`src/rtl/traffic_lights_xn.sv`:
```
// Round-robin N-approach intersection controller: RY/G/blink/Y per approach, all-red clearance, off and uncontrolled modes.
// Optional status ports cur_dir_o/phase_o are enabled by defining TRAFFIC_LIGHTS_XN_STATUS_EN.
module traffic_lights_xn #(
   parameter int unsigned NUM_DIR              = 4,
   parameter int unsigned TIME_W               = 16,
   parameter int unsigned BLINK_HALF_PERIOD    = 500,
   parameter int unsigned GREEN_BLINKS_NUM     = 4,
   parameter int unsigned RED_YELLOW_TIME      = 3000,
   parameter int unsigned GREEN_TIME_DEFAULT   = 8000,
   parameter int unsigned YELLOW_TIME_DEFAULT  = 3000,
   parameter int unsigned ALL_RED_TIME_DEFAULT = 1000
) (
   input  logic                       clk_i,
   input  logic                       srst_i,
   input  logic [2:0]                 cmd_type_i,
   input  logic                       cmd_valid_i,
   input  logic [$clog2(NUM_DIR)-1:0] cmd_dir_i,
   input  logic [TIME_W-1:0]          cmd_data_i,
   output logic [NUM_DIR-1:0]         red_o,
   output logic [NUM_DIR-1:0]         yellow_o,
   output logic [NUM_DIR-1:0]         green_o
`ifdef TRAFFIC_LIGHTS_XN_STATUS_EN
   ,
   output logic [$clog2(NUM_DIR)-1:0] cur_dir_o,
   output logic [2:0]                 phase_o
`endif
);

   localparam int unsigned DIR_W  = $clog2(NUM_DIR);
   localparam int unsigned HALVES = 2 * GREEN_BLINKS_NUM;
   localparam int unsigned HALF_W = (HALVES > 1) ? $clog2(HALVES) : 1;

   localparam logic [HALF_W-1:0] HALF_LOAD  = HALF_W'(HALVES - 1);
   localparam logic [TIME_W-1:0] BLINK_LOAD = (BLINK_HALF_PERIOD == 0) ? '0 : TIME_W'(BLINK_HALF_PERIOD - 1);
   localparam logic [TIME_W-1:0] RY_LOAD    = (RED_YELLOW_TIME == 0) ? '0 : TIME_W'(RED_YELLOW_TIME - 1);
   localparam logic [TIME_W-1:0] GREEN_DEF  = TIME_W'(GREEN_TIME_DEFAULT);
   localparam logic [TIME_W-1:0] YELLOW_DEF = TIME_W'(YELLOW_TIME_DEFAULT);
   localparam logic [TIME_W-1:0] AR_DEF     = TIME_W'(ALL_RED_TIME_DEFAULT);

   typedef enum logic [2:0] {
      ST_ALL_RED     = 3'd0,
      ST_RED_YELLOW  = 3'd1,
      ST_GREEN       = 3'd2,
      ST_GREEN_BLINK = 3'd3,
      ST_YELLOW      = 3'd4,
      ST_OFF         = 3'd5,
      ST_UNC_ON      = 3'd6,
      ST_UNC_OFF     = 3'd7
   } state_t;

   typedef enum logic [2:0] {
      CMD_TURN_ON     = 3'd0,
      CMD_TURN_OFF    = 3'd1,
      CMD_SET_UNC     = 3'd2,
      CMD_SET_GREEN   = 3'd3,
      CMD_SET_YELLOW  = 3'd4,
      CMD_SET_ALL_RED = 3'd5,
      CMD_SET_DIR_EN  = 3'd6,
      CMD_NOP         = 3'd7
   } cmd_t;

   state_t              r_state, w_state;
   logic [DIR_W-1:0]    r_dir, w_dir;
   logic                r_first, w_first;
   logic [TIME_W-1:0]   r_cnt, w_cnt;
   logic [HALF_W-1:0]   r_half, w_half;
   logic [TIME_W-1:0]   r_green_time [NUM_DIR];
   logic [TIME_W-1:0]   w_green_time [NUM_DIR];
   logic [TIME_W-1:0]   r_yellow_time, w_yellow_time;
   logic [TIME_W-1:0]   r_all_red_time, w_all_red_time;
   logic [NUM_DIR-1:0]  r_dir_en, w_dir_en;
   logic [NUM_DIR-1:0]  r_red, r_yellow, r_green;
   logic [NUM_DIR-1:0]  w_red, w_yellow, w_green, w_onehot;
   logic                w_found;
   logic [DIR_W-1:0]    w_next_dir;
   logic                w_dir_ok;
   int unsigned         w_cand;

   // A time of 0 is treated as 1 cycle.
   function automatic logic [TIME_W-1:0] f_load(input logic [TIME_W-1:0] t);
      return (t == '0) ? '0 : t - 1'b1;
   endfunction

   // Next enabled approach: from 0 after reset/TURN_ON, otherwise strictly after the current one (wrapping to itself).
   always_comb begin
      w_found    = 1'b0;
      w_next_dir = '0;
      w_cand     = 0;
      for (int unsigned i = 0; i < NUM_DIR; i++) begin
         w_cand = (r_first ? 0 : int'(r_dir) + 1) + i;
         if (w_cand >= NUM_DIR) w_cand = w_cand - NUM_DIR;
         if (!w_found && r_dir_en[DIR_W'(w_cand)]) begin
            w_found    = 1'b1;
            w_next_dir = DIR_W'(w_cand);
         end
      end
   end

   always_comb begin
      w_state        = r_state;
      w_dir          = r_dir;
      w_first        = r_first;
      w_cnt          = r_cnt;
      w_half         = r_half;
      w_green_time   = r_green_time;
      w_yellow_time  = r_yellow_time;
      w_all_red_time = r_all_red_time;
      w_dir_en       = r_dir_en;
      w_dir_ok       = int'(cmd_dir_i) < NUM_DIR;

      if (r_cnt != '0) begin
         if (r_state != ST_OFF) w_cnt = r_cnt - 1'b1;
      end else begin
         case (r_state)
            ST_ALL_RED: begin
               if (w_found) begin
                  w_state = ST_RED_YELLOW;
                  w_dir   = w_next_dir;
                  w_first = 1'b0;
                  w_cnt   = RY_LOAD;
               end else begin
                  w_cnt = f_load(r_all_red_time);
               end
            end
            ST_RED_YELLOW: begin
               w_state = ST_GREEN;
               w_cnt   = f_load(r_green_time[r_dir]);
            end
            ST_GREEN: begin
               w_state = ST_GREEN_BLINK;
               w_cnt   = BLINK_LOAD;
               w_half  = HALF_LOAD;
            end
            ST_GREEN_BLINK: begin
               if (r_half == '0) begin
                  w_state = ST_YELLOW;
                  w_cnt   = f_load(r_yellow_time);
               end else begin
                  w_half = r_half - 1'b1;
                  w_cnt  = BLINK_LOAD;
               end
            end
            ST_YELLOW: begin
               w_state = ST_ALL_RED;
               w_cnt   = f_load(r_all_red_time);
            end
            ST_UNC_ON: begin
               w_state = ST_UNC_OFF;
               w_cnt   = BLINK_LOAD;
            end
            ST_UNC_OFF: begin
               w_state = ST_UNC_ON;
               w_cnt   = BLINK_LOAD;
            end
            default: ;
         endcase
      end

      // Mode commands are applied after the timed transition so they take precedence.
      if (cmd_valid_i) begin
         case (cmd_t'(cmd_type_i))
            CMD_TURN_ON: begin
               w_state = ST_ALL_RED;
               w_dir   = '0;
               w_first = 1'b1;
               if (r_state == ST_OFF) begin
                  for (int unsigned i = 0; i < NUM_DIR; i++) w_green_time[i] = GREEN_DEF;
                  w_yellow_time  = YELLOW_DEF;
                  w_all_red_time = AR_DEF;
                  w_dir_en       = '1;
                  w_cnt          = f_load(AR_DEF);
               end else begin
                  w_cnt = f_load(r_all_red_time);
               end
            end
            CMD_TURN_OFF: begin
               w_state = ST_OFF;
               w_cnt   = '0;
            end
            CMD_SET_UNC: begin
               w_state = ST_UNC_ON;
               w_cnt   = BLINK_LOAD;
            end
            CMD_SET_GREEN:   if (w_dir_ok) w_green_time[cmd_dir_i] = cmd_data_i;
            CMD_SET_YELLOW:  w_yellow_time = cmd_data_i;
            CMD_SET_ALL_RED: w_all_red_time = cmd_data_i;
            CMD_SET_DIR_EN:  if (w_dir_ok) w_dir_en[cmd_dir_i] = cmd_data_i[0];
            default: ;
         endcase
      end
   end

   always_comb begin
      w_onehot = {{(NUM_DIR-1){1'b0}}, 1'b1} << w_dir;
      w_red    = '0;
      w_yellow = '0;
      w_green  = '0;
      case (w_state)
         ST_ALL_RED:     w_red = '1;
         ST_RED_YELLOW: begin
            w_red    = '1;
            w_yellow = w_onehot;
         end
         ST_GREEN: begin
            w_red   = ~w_onehot;
            w_green = w_onehot;
         end
         ST_GREEN_BLINK: begin
            w_red   = ~w_onehot;
            w_green = w_half[0] ? '0 : w_onehot;
         end
         ST_YELLOW: begin
            w_red    = ~w_onehot;
            w_yellow = w_onehot;
         end
         ST_UNC_ON:      w_yellow = '1;
         default: ;
      endcase
   end

   // Lamps are registered from the next-state decode, so they track r_state with no extra delay.
   always_ff @(posedge clk_i or posedge srst_i) begin
      if (srst_i) begin
         r_state        <= ST_ALL_RED;
         r_dir          <= '0;
         r_first        <= 1'b1;
         r_cnt          <= f_load(AR_DEF);
         r_half         <= '0;
         for (int unsigned i = 0; i < NUM_DIR; i++) r_green_time[i] <= GREEN_DEF;
         r_yellow_time  <= YELLOW_DEF;
         r_all_red_time <= AR_DEF;
         r_dir_en       <= '1;
         r_red          <= '1;
         r_yellow       <= '0;
         r_green        <= '0;
      end else begin
         r_state        <= w_state;
         r_dir          <= w_dir;
         r_first        <= w_first;
         r_cnt          <= w_cnt;
         r_half         <= w_half;
         r_green_time   <= w_green_time;
         r_yellow_time  <= w_yellow_time;
         r_all_red_time <= w_all_red_time;
         r_dir_en       <= w_dir_en;
         r_red          <= w_red;
         r_yellow       <= w_yellow;
         r_green        <= w_green;
      end
   end

   assign red_o    = r_red;
   assign yellow_o = r_yellow;
   assign green_o  = r_green;

`ifdef TRAFFIC_LIGHTS_XN_STATUS_EN
   logic [2:0] r_phase;

   always_ff @(posedge clk_i or posedge srst_i) begin
      if (srst_i) r_phase <= '0;
      else        r_phase <= (w_state == ST_UNC_OFF) ? 3'd6 : w_state;
   end

   assign cur_dir_o = r_dir;
   assign phase_o   = r_phase;
`endif

endmodule

```
`config.mk`:
```
export PLATFORM = sky130hd
export DESIGN_NAME = traffic_lights_xn
export DESIGN_NICKNAME = d
export VERILOG_FILES = /design/src/rtl/traffic_lights_xn.sv
export SDC_FILE = /design/constraint.sdc
export NUM_CORES = 1
export LEC_CHECK = 0
export ABC_AREA = 1
export BUFFER_PORTS_ARGS = -buffer_cell sky130_fd_sc_hd__buf_4
export CAP_MARGIN = 20
export CORE_MARGIN = 10
export CORE_UTILIZATION = 45
export DETAILED_ROUTE_END_ITERATION = 12
export GPL_TIMING_DRIVEN = 0
export PLACE_DENSITY = 0.6
export REMOVE_ABC_BUFFERS = 1
export SYNTH_ARGS = -nofsm -noshare
export SYNTH_HDL_FRONTEND = slang
export SYNTH_SLANG_ARGS = --single-unit
```
`constraint.sdc`:
```
create_clock -name clk_i -period 4.35 [get_ports clk_i]
set_clock_uncertainty 0.2 [all_clocks]
set_input_delay 0.2175 -clock clk_i [delete_from_list [all_inputs] [get_ports clk_i]]
set_output_delay 0.2175 -clock clk_i [all_outputs]
set_load 0.1 [all_outputs]
```
==> impl_metrics.toml <==
[cts]
holdBufCountCts = 23
clk_pin_slew_ps = 70
cts_buffers = 17
cts_tree = "built"
clockBufferDepth = 2
cts_root_buffer = "clkbuf_16"
cts_sinks = 137
htree_levels = 4
clock_latency_ps = 430
post_cts_resized = 0
post_cts_buffers = 0

[floorplanning]
die_x_um = 159
placement_rows = 50
start_util = 0.462
core-area_um2 = 18800
dieArea_um2 = 25300
io-pin-count = 36
die_y_um = 159

[yosys]
ys.flop_type = "dfrtp_1"
syn-mean-instance-area_um2 = 7.01
yosys.cell_types.count = 40
synth_cells = 1240
synth_edf_count = 0
synth_area_um2 = 8690
ys_ff_latch = 137
yosysWarningCount = 0
seq_area_frac_synth = 0.402
async_reset_ff_frac = 1.00

[cells_and_area]
fillers = 1879
fin_area_um2 = 10000
final_common_cell = "nand2_1"
nets = 1324
area_delta_synth_final_pct = 15.2
layout_common_cells = "nand2_1 (358), inv_1 (153), nor2_1 (148)"
drive_gt1_frac = 0.143
n_antenna_cell = 0

[power]
leakage_nw = 4.86
p_clk_frac = 0.296
p_sw_mw = 2.05
ir_drop_mv = 0.303
comb_power_share = 0.342
powerDensity_nw_per_um2 = 496
intPower_mw = 2.91
sw_frac_of_total = 0.412
seqPwrFrac = 0.361

[worst_hold_path]
hp-class = "in2reg"
hold_path_depth = 3

[critical_path]
worstRegToRegCells = 10
critPathArrivalTime_ps = 4050
critPathRequiredTime_ps = 4440
critical_path_class = "reg2reg"
cp-end-kind = "flip-flop"
rrSetupSlack_ps = 390
crit_fanout = 15
critPathLaunchType = "flip-flop"

[place]
dpl.hpwl_um = 19700
globalplace.congestion = 0.931
dpl_cell_area_um2 = 9170
port_buffers = 35

[detailed_routing]
initialDrtViolationCount = 774
drc_errors = 0
vias_per_cell = 5.33
dr.pass1.iters = 6
wire_per_inst_um = 17.1
antenna_left = 0
wl_um = 26800
via_count = 8343

[sta]
setup_tns_ps = 0
report.final.slew_viol_count = 0
fin_crit_ps = 3960
hold_viol = 0
fin_crit_sh = 0.910
fmax_mhz = 253
rsz0062_at_grt = "false"
worstMarginPinSlew_ps = 1140
max-slew-margin-rel = 0.237
setup_viol = 0

[status]
status = "finished clean"

[run]
max_cap_violations = 0

[global_routing]
grt-ovfl-total = 0
first_global_vias = 7773
grt_pass1_wl_um = 43100
grt_max_degree = 83
grt_use_total = 0.212
antenna_found_initial = 0
-- area by class of cell --
type | instances | area (um^2) | share of cell area
Sequential cell | 137 | 3500 | 0.349
Inverter | 170 | 651 | 0.0650
Multi-Input combinational cell | 903 | 4360 | 0.436
Clock buffer | 17 | 425 | 0.0425
Tap cell | 260 | 325 | 0.0325
Timing Repair Buffer | 62 | 578 | 0.0578
Clock inverter | 15 | 173 | 0.0173
-- cell families (layout without fill, tap and decap cells) --
group / after synthesis / in the layout / synth area share
AO/OA/AOI/OAI: 185 / 185 / 0.123
XOR/XNOR: 24 / 24 / 0.0242
adder cells (fa/ha/maj): 9 / 9 / 0.0130
buffers and inverters: 200 / 264 / 0.0960
flip-flops: 137 / 137 / 0.402
AND/OR/NAND/NOR: 685 / 685 / 0.342
-- power groups by stage --
stage / clock [mW] / combinational, mW / sequential [mW]
after floorplan: 0 / 1.09 / 1.94
after global placement: 0 / 1.64 / 1.81
after detailed placement: 0 / 1.66 / 1.81
after CTS: 1.49 / 1.68 / 1.79
after global routing: 1.54 / 1.91 / 1.83
final: 1.47 / 1.70 / 1.79
-- routing by layer --
layer / track usage / wire [um]
met5: 0 / 0
met4: 0.0518 / 442
met3: 0.0413 / 1770
met2: 0.334 / 12400
met1: 0.292 / 12200
-- cell usage after synthesis (3+ instances only) --
library cell | n | area share
a21oi_1 | 47 | 0.027
a21oi_2 | 3 | 0.0030
a22oi_1 | 12 | 0.010
a31oi_1 | 6 | 0.0043
buf_2 | 13 | 0.0075
buf_4 | 4 | 0.0035
buf_6 | 6 | 0.0078
clkbuf_1 | 7 | 0.0030
clkinv_1 | 4 | 0.0017
dfrtp_1 | 83 | 0.24
dfstp_2 | 54 | 0.16
ha_1 | 9 | 0.013
inv_1 | 154 | 0.067
inv_2 | 10 | 0.0043
nand2_1 | 358 | 0.15
nand2_2 | 13 | 0.0094
nand2_4 | 3 | 0.0039
nand3_1 | 97 | 0.056
nand3_2 | 9 | 0.010
nand3b_1 | 4 | 0.0035
nand4_1 | 18 | 0.013
nor2_1 | 148 | 0.064
nor2_2 | 11 | 0.0079
nor2_4 | 7 | 0.0091
nor3_1 | 13 | 0.0075
nor4_1 | 4 | 0.0029
o21ai_0 | 55 | 0.032
o21ai_1 | 13 | 0.0075
o221ai_1 | 3 | 0.0030
o22ai_1 | 38 | 0.027
xnor2_1 | 8 | 0.0081
xor2_1 | 16 | 0.016
-- state kept, by name, indices dropped and copies added (netlist names) --
name            cells
r_half              3
r_state             3
r_first             1
green_o             4
r_cnt              16
r_dir_en            4
r_all_red_time     16
red_o               4
r_dir               2
yellow_o            4
r_yellow_time      16
r_green_time       64
-- stage by stage --
step / setup WS (ps) / power (mW) / std cells / hold slack, ps / utilization
floorplan: 354 / 3.02 / 1210 / 141 / -
global placement: -1580 / 3.45 / 1505 / 261 / 0.483
detailed placement: 479 / 3.47 / 1508 / 127 / 0.487
CTS: 414 / 4.96 / 1563 / 39.3 / 0.531
global route: 167 / 5.28 / 1564 / 55.8 / 0.531
finish: 392 / 4.96 / 1564 / 50.0 / 0.531
-- critical path, stage by stage, from the launching register on --
cell and delay [ps]:
dfrtp_1 440, inv_2 90, nand2_1 60, nor2_1 810, inv_1 590, nor2_2 440
nor2_2 140, a21oi_2 560, inv_2 270, nand2_1 100, o21ai_0 80
-- path summary, 6_finish.rpt --
kind	from	to
setup / recovery	r_state[1]	r_green_time[2]
hold / removal	cmd_data_i[9]	r_green_time[25]
setup reg to reg	r_state[1]	r_green_time[2]
hold reg to reg	r_green_time[26]	r_green_time[26]
max in group asynchronous	srst_i	r_all_red_time[8]
min in group asynchronous	srst_i	r_green_time[48]
Power figures use the tool's default switching activity.
